==> config.mk <==
export PLATFORM = sky130hd
export DESIGN_NAME = keccak_round_sequencer
export DESIGN_NICKNAME = d
export VERILOG_FILES = /design/src/rtl/keccak_round_sequencer.sv
export SDC_FILE = /design/constraint.sdc
export NUM_CORES = 1
export LEC_CHECK = 0
export ABC_AREA = 1
export ABC_CLOCK_PERIOD_IN_PS = 1500
export CAP_MARGIN = 20
export CORE_ASPECT_RATIO = 0.9
export CORE_MARGIN = 2
export CORE_UTILIZATION = 45
export DETAILED_ROUTE_END_ITERATION = 8
export HOLD_SLACK_MARGIN = 0.12
export PLACE_DENSITY = 0.75
export SYNTH_ARGS = -nofsm -noshare
export SYNTH_HDL_FRONTEND = slang
export SYNTH_SLANG_ARGS = --single-unit
==> constraint.sdc <==
create_clock -name CLK -period 1.5 [get_ports CLK]
set_input_delay 0.3 -clock CLK [delete_from_list [all_inputs] [get_ports CLK]]
set_output_delay 0.3 -clock CLK [all_outputs]
set_load 0.05 [all_outputs]
==> src/rtl/keccak_round_sequencer.sv <==
// Round sequencer for an iterative Keccak-f permutation core: steps the round
// index, gates the state register, and hands the permuted state to a consumer.
module keccak_round_sequencer #(
   parameter int unsigned NUM_ROUNDS     = 24,
   parameter int unsigned PERM_CNT_WIDTH = 16
) (
   input  logic                      CLK,
   input  logic                      A_RST_N,
   input  logic                      CE,
   input  logic                      ABORT,
   input  logic                      START,
   output logic                      START_READY,
   output logic [4:0]                COUNTER,
   output logic                      ROUND_EN,
   output logic                      FIRST_ROUND,
   output logic                      LAST_ROUND,
   output logic                      DIGEST_VALID,
   input  logic                      DIGEST_READY,
   output logic                      BUSY,
   output logic [PERM_CNT_WIDTH-1:0] PERM_COUNT
);

   typedef enum logic [1:0] {
      IDLE,
      RUN,
      HOLD
   } state_e;

   localparam logic [4:0] LAST_IDX = 5'(NUM_ROUNDS - 1);

   state_e                    state_q, state_d;
   logic [4:0]                counter_q, counter_d;
   logic [PERM_CNT_WIDTH-1:0] perm_count_q, perm_count_d;
   logic                      run_q, run_d;
   logic                      first_q, first_d;
   logic                      last_q, last_d;
   logic                      valid_q, valid_d;
   logic                      busy_q, busy_d;
   logic                      start_ready;
   logic                      accept;

   // Gated by reset so the handshake stays closed while the block is held in reset.
   assign start_ready = A_RST_N & CE & ~ABORT &
                        ((state_q == IDLE) | ((state_q == HOLD) & DIGEST_READY));
   assign accept      = START & start_ready;

   always_comb begin
      state_d      = state_q;
      counter_d    = counter_q;
      perm_count_d = perm_count_q;

      if (ABORT) begin
         state_d   = IDLE;
         counter_d = '0;
      end else if (CE) begin
         case (state_q)
            IDLE: begin
               if (accept) begin
                  state_d   = RUN;
                  counter_d = '0;
               end
            end
            RUN: begin
               if (counter_q == LAST_IDX) begin
                  state_d = HOLD;
               end else begin
                  counter_d = counter_q + 5'd1;
               end
            end
            HOLD: begin
               if (DIGEST_READY) begin
                  perm_count_d = perm_count_q + PERM_CNT_WIDTH'(1);
                  counter_d    = '0;
                  state_d      = accept ? RUN : IDLE;
               end
            end
            default: begin
               state_d   = IDLE;
               counter_d = '0;
            end
         endcase
      end

      run_d   = (state_d == RUN);
      first_d = (state_d == RUN) && (counter_d == '0);
      last_d  = (state_d == RUN) && (counter_d == LAST_IDX);
      valid_d = (state_d == HOLD);
      busy_d  = (state_d != IDLE);
   end

   always_ff @(posedge CLK or negedge A_RST_N) begin
      if (!A_RST_N) begin
         state_q      <= IDLE;
         counter_q    <= '0;
         perm_count_q <= '0;
         run_q        <= 1'b0;
         first_q      <= 1'b0;
         last_q       <= 1'b0;
         valid_q      <= 1'b0;
         busy_q       <= 1'b0;
      end else begin
         state_q      <= state_d;
         counter_q    <= counter_d;
         perm_count_q <= perm_count_d;
         run_q        <= run_d;
         first_q      <= first_d;
         last_q       <= last_d;
         valid_q      <= valid_d;
         busy_q       <= busy_d;
      end
   end

   assign START_READY  = start_ready;
   assign COUNTER      = counter_q;
   assign ROUND_EN     = run_q & CE;
   assign FIRST_ROUND  = first_q;
   assign LAST_ROUND   = last_q;
   assign DIGEST_VALID = valid_q;
   assign BUSY         = busy_q;
   assign PERM_COUNT   = perm_count_q;

endmodule

==> flow_metrics.py, run 1 <==
metrics = {
    "clock_network": {
        "h-tree-depth": 1,
        "cts_max_path_buffers": 2,
        "cts_tree": "done",
        "path_clk_slew_ns": 0.09,
        "worstSkewPairLatency_ns": 0.27,
        "cts_sinks": 28,
        "numCtsBuffers": 3,
        "clockRootBuffer": "clkbuf_8",
    },
    "die": {
        "die_w_microns": 65.8,
        "initial_core_util_pct": 46.5,
        "ios": 33,
        "dieArea_sq_um": 3930,
        "rows": 20,
        "die_h_microns": 59.6,
        "coreArea_sq_um": 3330,
    },
    "global_route": {
        "grt_use_total_pct": 21.9,
        "grt_pass1_wl_mm": 6.46,
        "grt_max_degree": 29,
        "first_global_vias": 1411,
        "antenna_found_initial": 0,
        "grt.overflow.total": 0,
    },
    "setup_path": {
        "slowest_stage": "dfrtp_2",
        "worst_ep_required_time_ns": 1.20,
        "r2r_setup_slack_ns": -0.02,
        "crit_path_start_kind": "register",
        "cp_num_buf_inv": 2,
        "arrival_ns": 1.29,
        "endpoint_kind": "output port",
        "crit_path_max_fanout": 3,
        "crit_type": "reg -> out",
        "critical-path-top-delay-family": "flip-flops",
        "crit_chain": "buf_6, nor4_4, buf_12",
        "slowest_delay_ns": 0.45,
    },
    "timing": {
        "skew_ns": 0.00634,
        "slew_headroom_pct": 77.9,
        "layout_setup_ws_ns": -0.0858,
        "rsz0062_at_grt": "yes",
        "whs_ns": 0.221,
        "fin_crit_ns": 1.59,
        "post-route-period-util_pct": 106,
        "slew_violations": 0,
        "worst_pin_slew_ns": 0.332,
        "clock.fmax_ghz": 0.631,
        "setup_violations": 2,
        "finalSetupTns_ns": -0.104,
        "hold_viol": 0,
    },
    "power": {
        "vdd_drop_max_v": 0.000660,
        "power.total_mw": 1.90,
        "leakage_nw": 1.28,
        "power_density_nw_per_um2": 740,
    },
    "drt": {
        "first_iter_violations": 138,
        "routedWlPerCell_microns": 13.4,
        "vias": 1442,
        "via_per_inst": 4.94,
        "wl_mm": 3.92,
        "drc": 0,
        "final_antenna_net_count": 0,
        "first_pass_iters": 5,
    },
    "run_status": {
        "status": "finished with violations",
        "violations": "setup timing",
    },
    "layout": {
        "design_area_sq_um": 2570,
        "multi_input_area_sq_um": 811,
        "syn_to_final_growth_pct": 65.9,
        "final_layout_size_suffix_gt1_share_pct": 46.4,
        "antenna_cells": 0,
        "regArea_sq_um": 718,
        "layout.cells.non_filler": 292,
        "layout.nets": 257,
        "fin_util_pct": 77.1,
        "n_fill_cell": 218,
    },
    "synth": {
        "yosys_warnings": 0,
        "ys_seq_area_share_pct": 45.3,
        "syn-cell-area_sq_um": 1550,
        "ys_ff_latch": 28,
        "synth_edf_count": 0,
        "ys_types": 24,
        "async_reset_ff_share_pct": 100,
        "syn_avg_cell_area_sq_um": 8.41,
        "synth_flop_cell": "dfrtp_1",
        "syn_inst": 184,
        "synth_nets": 192,
    },
    "placement": {
        "place_area_sq_um": 2420,
        "port_buffers": 32,
        "dp_slack_ns": -0.450,
        "place.gp.congestion": 0.890,
        "dp_cells": 282,
        "hpwlAfterDp_mm": 3.11,
    },
    "min_path": {
        "hold_class": "in -> async",
    },
    "flow_run": {
        "maxCapViolCount": 0,
    },
}
[cell usage after synthesis, types with 3 or more instances]
cell type / count / share of area [%]
inv_2: 6 / 1.5
a21oi_1: 8 / 2.6
nand4_1: 8 / 3.2
nand3_1: 22 / 7.1
dfrtp_1: 28 / 45
inv_1: 23 / 5.6
nand3_2: 3 / 1.9
nor2_2: 3 / 1.2
nor2_4: 4 / 2.9
xor2_1: 8 / 4.5
xnor2_1: 7 / 4.0
nand2_1: 38 / 9.2
nor2_1: 13 / 3.2
[repair_timing]
item                       CTS  global route
hold buffers                 0             0
setup buffers                2             4
setup endpoints to repair    8             5
gates resized for setup     10            13
pin swaps                    3            12
[kinds of logic (layout without fill, tap and decap cells)]
family / count (synthesis) / in the layout / share of synthesized area (%)
AND/OR/NAND/NOR: 99 / 99 / 33.9
AO/OA/AOI/OAI: 9 / 9 / 2.91
XOR/XNOR: 15 / 15 / 8.49
adder cells (fa/ha/maj): 2 / 2 / 1.62
buffers and inverters: 31 / 95 / 7.84
flip-flops: 28 / 28 / 45.3
[power by group]
part           internal [mW]  total (mW)  switching [mW]
Clock                  0.190       0.409           0.218
Sequential             0.804       0.872          0.0678
Combinational          0.282       0.618           0.336
[cell type report]
class	count	area share (%)
tap	44	2.14
sequential	28	28.0
timing repair buffer	62	32.2
multi-input combinational	125	31.6
clock buffer	4	1.75
inverter	29	4.34
[flip-flops by register name, summed over array words and instances (netlist names)]
| name | cells |
|---|---|
| BUSY | 1 |
| COUNTER | 5 |
| DIGEST_VALID | 1 |
| FIRST_ROUND | 1 |
| LAST_ROUND | 1 |
| PERM_COUNT | 16 |
| run_q | 1 |
| state_q | 2 |
[placed cells by master (no fill, tap or decap)]
cell             netlist  final
nand2_4                1      2
xnor2_1                7      7
nand4_2                1      1
inv_1                 23     20
nor3_2                 2      2
nor3_1                 1      1
a21oi_2                0      2
ha_1                   2      1
nand3_1               22     18
clkbuf_8               0      3
clkdlybuf4s50_1        0      1
dlygate4sd2_1          0      3
a21oi_1                8      6
nand3_2                3      7
nor2_4                 4      5
buf_12                 0     27
inv_2                  6      8
nor2_1                13     11
nor4_4                 0      1
buf_4                  1     26
clkdlybuf4s15_1        0      1
inv_4                  0      1
o21ai_0                1      1
nand3_4                1      1
nand4_1                8      8
dfrtp_2                0     14
nor2_2                 3      4
nand2_2                1      6
xor2_1                 8      8
dfrtp_1               28     14
clkbuf_1               0      1
buf_6                  0      4
ha_4                   0      1
nand2_1               38     32
[worst paths after layout]
check                                           from                        end  cells after the start
setup / recovery                state_q[0]$_DFF_PN0_                START_READY                      3
hold / removal                               A_RST_N       COUNTER[4]$_DFF_PN0_                      2
setup reg to reg                state_q[0]$_DFF_PN0_       LAST_ROUND$_DFF_PN0_                     11
hold reg to reg            PERM_COUNT[4]$_DFFE_PN0P_  PERM_COUNT[4]$_DFFE_PN0P_                      1
max in group asynchronous                    A_RST_N       COUNTER[0]$_DFF_PN0_                      2
min in group CLK           PERM_COUNT[4]$_DFFE_PN0P_  PERM_COUNT[4]$_DFFE_PN0P_                      1
[per-layer routing]
metal | up-vias | part of all wire, % | global-route usage, %
li1 | 719 | - | -
met1 | 667 | 45 | 30.9
met2 | 52 | 49 | 35.4
met3 | 4 | 5.0 | 3.61
met4 | 0 | 1.3 | 5.36
met5 | - | 0 | 0
Power figures use the tool's default switching activity.
==> run 2: changes to the inputs <==
--- a/config.mk
+++ b/config.mk
@@ -14,6 +14,7 @@
 export DETAILED_ROUTE_END_ITERATION = 8
 export HOLD_SLACK_MARGIN = 0.12
 export PLACE_DENSITY = 0.75
+export REMOVE_ABC_BUFFERS = 1
 export SYNTH_ARGS = -nofsm -noshare
 export SYNTH_HDL_FRONTEND = slang
 export SYNTH_SLANG_ARGS = --single-unit
==> run 2 against run 1 <==
The run still ends with setup timing left. Maximum frequency up 1.2%. Core utilization grew 4.7 points. Die area unchanged. Cell count grew 3.4%. Count of clock-buffer cells in the layout decreased by 1. Critical path depth stayed put. Cell area rose by 6.0%. Flip-flop and latch count is the same. Worst hold slack got worse by 0.0075 ns. Register-to-register slack worse by 0.04 ns. Sequential share of layout area down 2.1 points. Critical endpoint unchanged. Largest cell class unchanged. Largest power group unchanged.
==> flow_metrics.py, run 2 (synthesis results as in run 1) <==
metrics = {
    "die": {
        "dieArea_sq_um": 3930,
        "rows": 20,
        "coreArea_sq_um": 3330,
        "ios": 33,
        "initial_core_util_pct": 46.5,
        "die_w_microns": 65.8,
        "die_h_microns": 59.6,
    },
    "timing": {
        "slew_violations": 0,
        "slew_headroom_pct": 76.6,
        "post-route-period-util_pct": 104,
        "rsz0062_at_grt": "yes",
        "clock.fmax_ghz": 0.638,
        "fin_crit_ns": 1.57,
        "hold_viol": 0,
        "skew_ns": 0.00316,
        "layout_setup_ws_ns": -0.0674,
        "worst_pin_slew_ns": 0.350,
        "setup_violations": 9,
    },
    "setup_path": {
        "crit_type": "reg -> out",
        "r2r_start": "COUNTER[4]$_DFF_PN0_",
        "cp.depth": 3,
        "slowest_stage": "dfrtp_2",
        "ff2ff_path_depth": 11,
        "crit_chain": "nor4_4, buf_4, buf_12",
        "endpoint": "START_READY",
        "crit_start": "state_q[0]$_DFF_PN0_",
        "cp_num_buf_inv": 2,
        "crit_path_max_fanout": 3,
        "endpoint_kind": "output port",
        "slowest_delay_ns": 0.45,
        "r2r_setup_slack_ns": -0.06,
        "r2r_end": "LAST_ROUND$_DFF_PN0_",
        "crit_path_start_kind": "register",
        "worst_ep_required_time_ns": 1.20,
        "critical-path-top-delay-family": "flip-flops",
        "arrival_ns": 1.27,
    },
    "power": {
        "vdd_drop_max_v": 0.000710,
        "power_density_nw_per_um2": 773,
        "power.total_mw": 2.10,
        "leakage_nw": 1.43,
    },
    "layout": {
        "n_fill_cell": 181,
        "layout.nets": 267,
        "antenna_cells": 0,
        "layout_common_cells": "33 x buf_4, 30 x nand2_1, 27 x buf_12",
        "final_layout_size_suffix_gt1_share_pct": 47.7,
        "syn_to_final_growth_pct": 75.9,
        "final_common_cell": "buf_4",
        "design_area_sq_um": 2720,
        "largest_register_ffs": 16,
    },
    "clock_network": {
        "cts_tree": "done",
        "numCtsBuffers": 3,
        "cts_max_path_buffers": 2,
        "cts_sinks": 28,
        "h-tree-depth": 1,
        "path_clk_slew_ns": 0.09,
        "worstSkewPairLatency_ns": 0.27,
        "clockRootBuffer": "clkbuf_8",
    },
    "flow_run": {
        "maxCapViolCount": 0,
    },
    "drt": {
        "first_pass_iters": 4,
        "wl_mm": 4.68,
        "final_antenna_net_count": 0,
        "routedWlPerCell_microns": 15.5,
        "via_per_inst": 5.25,
        "first_iter_violations": 83,
        "drc": 0,
        "vias": 1584,
    },
    "run_status": {
        "violations": "setup timing",
        "status": "finished with violations",
    },
    "placement": {
        "place.gp.congestion": 0.917,
        "port_buffers": 32,
        "hpwlAfterDp_mm": 3.04,
        "place_area_sq_um": 2420,
    },
    "global_route": {
        "grt_pass1_wl_mm": 6.74,
        "antenna_found_initial": 0,
        "grt_use_total_pct": 23.2,
        "first_global_vias": 1452,
        "grt_max_degree": 29,
        "grt.overflow.total": 0,
    },
    "min_path": {
        "hold_class": "in -> async",
    },
}
## run 2: worst min-delay path by stage
stage,startpoint,end,depth (start not counted)
floorplan,A_RST_N,BUSY$_DFF_PN0_,0
global placement,PERM_COUNT[15]$_DFFE_PN0P_,PERM_COUNT[15]$_DFFE_PN0P_,1
detailed placement,PERM_COUNT[15]$_DFFE_PN0P_,PERM_COUNT[15]$_DFFE_PN0P_,1
CTS,A_RST_N,PERM_COUNT[10]$_DFFE_PN0P_,2
global route,A_RST_N,PERM_COUNT[8]$_DFFE_PN0P_,2
finish,A_RST_N,PERM_COUNT[8]$_DFFE_PN0P_,2
## run 2: per-stage QoR
| step | TNS, ns | hold slack, ns | util, % | setup slack, ns | cells |
|---|---|---|---|---|---|
| 6_report | -0.316 | 0.213 | 81.8 | -0.0674 | 302 |
| 5_1_grt | -1.46 | 0.239 | 81.8 | -0.171 | 302 |
| 4_1_cts | -0.0536 | 0.214 | 77.5 | -0.0536 | 299 |
| 3_5_place_dp | -7.36 | 0.537 | 72.7 | -0.382 | 290 |
| 3_3_place_gp | -6.45 | 0.531 | 72.7 | -0.332 | 290 |
| 2_1_floorplan | -3.97 | 0.00441 | - | -0.788 | 182 |
## run 2: routing by layer
metal | wire (microns) | part of all wire (%) | GRT usage, % | vias up
met4 | 172 | 3.7 | 8.63 | 0
met1 | 1870 | 40 | 29.8 | 761
met5 | 0 | 0 | 0 | -
met2 | 2340 | 50 | 38.4 | 70
met3 | 309 | 6.6 | 5.51 | 12
li1 | - | - | - | 741
## run 2: timing repair
item | 4_1_cts | 5_1_grt
buffers inserted | 5 | 3
gates cloned | 0 | 0
hold buffers | 0 | 0
gates resized for setup | 21 | 29
pin swaps | 7 | 23
endpoints found under the setup margin | 12 | 13
## run 2: power breakdown
group	switching [mW]	internal (mW)	total, mW
logic	0.371	0.302	0.673
registers	0.0468	0.798	0.845
clock network	0.228	0.357	0.585
## run 2: cell type report
type                       count  area [sq um]  area share, %
timing repair buffer          72           912           33.5
multi-input combinational    125           871           32.0
sequential                    28           704           25.9
inverter                      29           109           4.00
tap                           44          55.1           2.02
clock buffer                   3          41.3           1.52
clock inverter                 1          30.0           1.10
==> run 3: changes to the inputs <==
==> constraint.sdc (replaced) <==
create_clock -name CLK -period 1.5 [get_ports CLK]
set_input_delay 0.3 -clock CLK [delete_from_list [all_inputs] [get_ports CLK]]
set_output_delay 0.3 -clock CLK [all_outputs]
set_load 0.01 [all_outputs]
==> run 3 against run 2 <==
Largest cell class is now multi-input gates. Cell area decreased by 7.0%. Count of clock-buffer cells in the layout unchanged. Core utilization decreased by 5.7 points. Flip-flop and latch count unchanged. Global-route usage decreased by 0.57 points. Highest routed layer unchanged. First-iteration DRC count decreased by 27%. Worst hold slack got worse by 0.022 ns. Non-clock buffer count increased by 11. Worst setup slack improved by 0.0035 ns. The flow still finishes with violations (setup timing). Sequential power decreased by 2.4%.
==> flow_metrics.py, run 3 (synthesis results as in run 1) <==
metrics = {
    "layout": {
        "layout.nets": 278,
        "final_common_cell": "buf_4",
        "n_fill_cell": 231,
        "antenna_cells": 0,
        "largest_register_ffs": 16,
        "design_area_sq_um": 2530,
        "layout_common_cells": "42 x buf_4, 29 x nand2_1, 26 x dfrtp_1",
        "fin_util_pct": 76.1,
        "final_layout_size_suffix_gt1_share_pct": 39.0,
        "syn_to_final_growth_pct": 63.6,
    },
    "timing": {
        "worst_pin_slew_ns": 0.343,
        "post-route-period-util_pct": 104,
        "hold_viol": 0,
        "slew_violations": 0,
        "layout_setup_ws_ns": -0.0639,
        "skew_ns": 0.00415,
        "clock.fmax_ghz": 0.639,
        "rsz0062_at_grt": "yes",
        "setup_violations": 3,
        "fin_crit_ns": 1.56,
        "slew_headroom_pct": 77.1,
    },
    "setup_path": {
        "slowest_delay_ns": 0.41,
        "crit_path_start_kind": "register",
        "slowest_stage": "dfrtp_1",
        "crit_type": "reg -> reg",
        "arrival_ns": 1.74,
        "cp_common_cell": "nand2_1",
        "crit_path_max_fanout": 6,
        "crit_chain": "buf_4, a21oi_2, nand3_2, nand2_1, nand2_1, nand2_1, nand3_1, nand2_1, inv_1, nand2_1, nor2_1",
        "worst_ep_required_time_ns": 1.68,
        "endpoint_kind": "register",
    },
    "drt": {
        "wl_mm": 4.46,
        "first_iter_violations": 61,
        "first_pass_iters": 4,
        "via_per_inst": 4.94,
        "routedWlPerCell_microns": 14.3,
        "final_antenna_net_count": 0,
        "vias": 1547,
        "drc": 0,
    },
    "clock_network": {
        "cts_sinks": 28,
        "path_clk_slew_ns": 0.10,
        "clockRootBuffer": "clkbuf_8",
        "h-tree-depth": 1,
        "numCtsBuffers": 3,
        "cts_tree": "done",
        "worstSkewPairLatency_ns": 0.28,
        "cts_max_path_buffers": 2,
    },
    "die": {
        "initial_core_util_pct": 46.5,
        "die_w_microns": 65.8,
        "ios": 33,
        "die_h_microns": 59.6,
        "rows": 20,
        "dieArea_sq_um": 3930,
        "coreArea_sq_um": 3330,
    },
    "placement": {
        "port_buffers": 32,
        "place_area_sq_um": 2170,
        "hpwlAfterDp_mm": 2.75,
        "place.gp.congestion": 0.891,
    },
    "global_route": {
        "grt_use_total_pct": 22.7,
        "first_global_vias": 1509,
        "use_met2_pct": 38.5,
        "antenna_found_initial": 0,
        "grt.overflow.total": 0,
        "grt_max_degree": 29,
        "use_met3_pct": 2.85,
        "grt_use_met1_pct": 30.6,
        "grt_pass1_wl_mm": 6.79,
        "busiest_layer": "met2",
    },
    "power": {
        "vdd_drop_max_v": 0.000667,
        "power_density_nw_per_um2": 748,
        "leakage_nw": 1.56,
    },
    "flow_run": {
        "maxCapViolCount": 0,
    },
    "min_path": {
        "hold_class": "in -> async",
    },
    "run_status": {
        "violations": "setup timing",
        "status": "finished with violations",
    },
}
## run 3: cell count changes in the layout (fill, tap and decap cells not counted), moves of 2 or more
cell             previous run  this run
buf_12                     27         0
dlymetal6s2s_1              0        12
dlygate4sd2_1               4        14
buf_4                      33        42
clkdlybuf4s50_1             1         5
nor2_2                      7         3
nor2_1                      8        11
buf_6                       7         9
nand2_2                     6         8
nor3_2                      1         3
nor3_4                      2         0
## run 3: cell type report
type / count / area, sq um / share of cell area, %
Sequential cell: 28 / 703 / 27.8
Clock buffer: 3 / 41.3 / 1.63
Tap cell: 44 / 55.1 / 2.17
Multi-Input combinational cell: 125 / 850 / 33.5
Clock inverter: 1 / 30.0 / 1.19
Timing Repair Buffer: 83 / 744 / 29.4
Inverter: 29 / 109 / 4.30
## run 3: repair_timing
action,4_1_cts,5_1_grt
endpoints found under the setup margin,39,27
hold buffers,0,0
pin swaps,22,13
setup buffers,16,2
gates resized for setup,44,30
## run 3: final timing paths
kind	endpoint	slack [ns]	startpoint	cells past startpoint
max	LAST_ROUND$_DFF_PN0_	-0.06	state_q[1]$_DFF_PN0_	11
min	PERM_COUNT[11]$_DFFE_PN0P_	0.19	A_RST_N	2
max reg2reg	LAST_ROUND$_DFF_PN0_	-0.06	state_q[1]$_DFF_PN0_	11
min reg2reg	PERM_COUNT[3]$_DFFE_PN0P_	0.49	PERM_COUNT[3]$_DFFE_PN0P_	1
max in group asynchronous	PERM_COUNT[9]$_DFFE_PN0P_	1.03	A_RST_N	2
min in group CLK	PERM_COUNT[3]$_DFFE_PN0P_	0.49	PERM_COUNT[3]$_DFFE_PN0P_	1
## run 3: stage by stage
stage	TNS, ns	hold slack [ns]	cells	setup WS, ns	power (mW)
2_1_floorplan	-0.168	0.00441	182	-0.0982	1.01
3_3_place_gp	-8.99	0.462	292	-0.492	1.22
3_5_place_dp	-9.82	0.468	292	-0.512	1.23
4_1_cts	-0.113	0.219	312	-0.103	1.88
5_1_grt	-0.891	0.250	313	-0.154	1.98
6_report	-0.131	0.191	313	-0.0639	1.89
## run 3: report_power, final
part           switching [mW]  leakage [nW]  internal [mW]
logic                   0.244          1.15          0.223
registers              0.0270         0.378          0.798
clock network           0.245        0.0357          0.357
total                   0.516          1.56           1.38
## run 3: critical path: cells and delay by family, from the launching register on
kind,cells,cell delay [ns]
and+or+nand+nor,8,0.67
DFF,1,0.41
buffers and inverters,2,0.23
AOI/OAI and AO/OA,1,0.15
## run 3: per-layer routing
| metal | vias to the layer above | share of wire [%] |
|---|---|---|
| met1 | 746 | 45 |
| met2 | 44 | 50 |
| met3 | 2 | 4.7 |
| li1 | 755 | - |
| met4 | 0 | 0.54 |
| met5 | - | 0 |
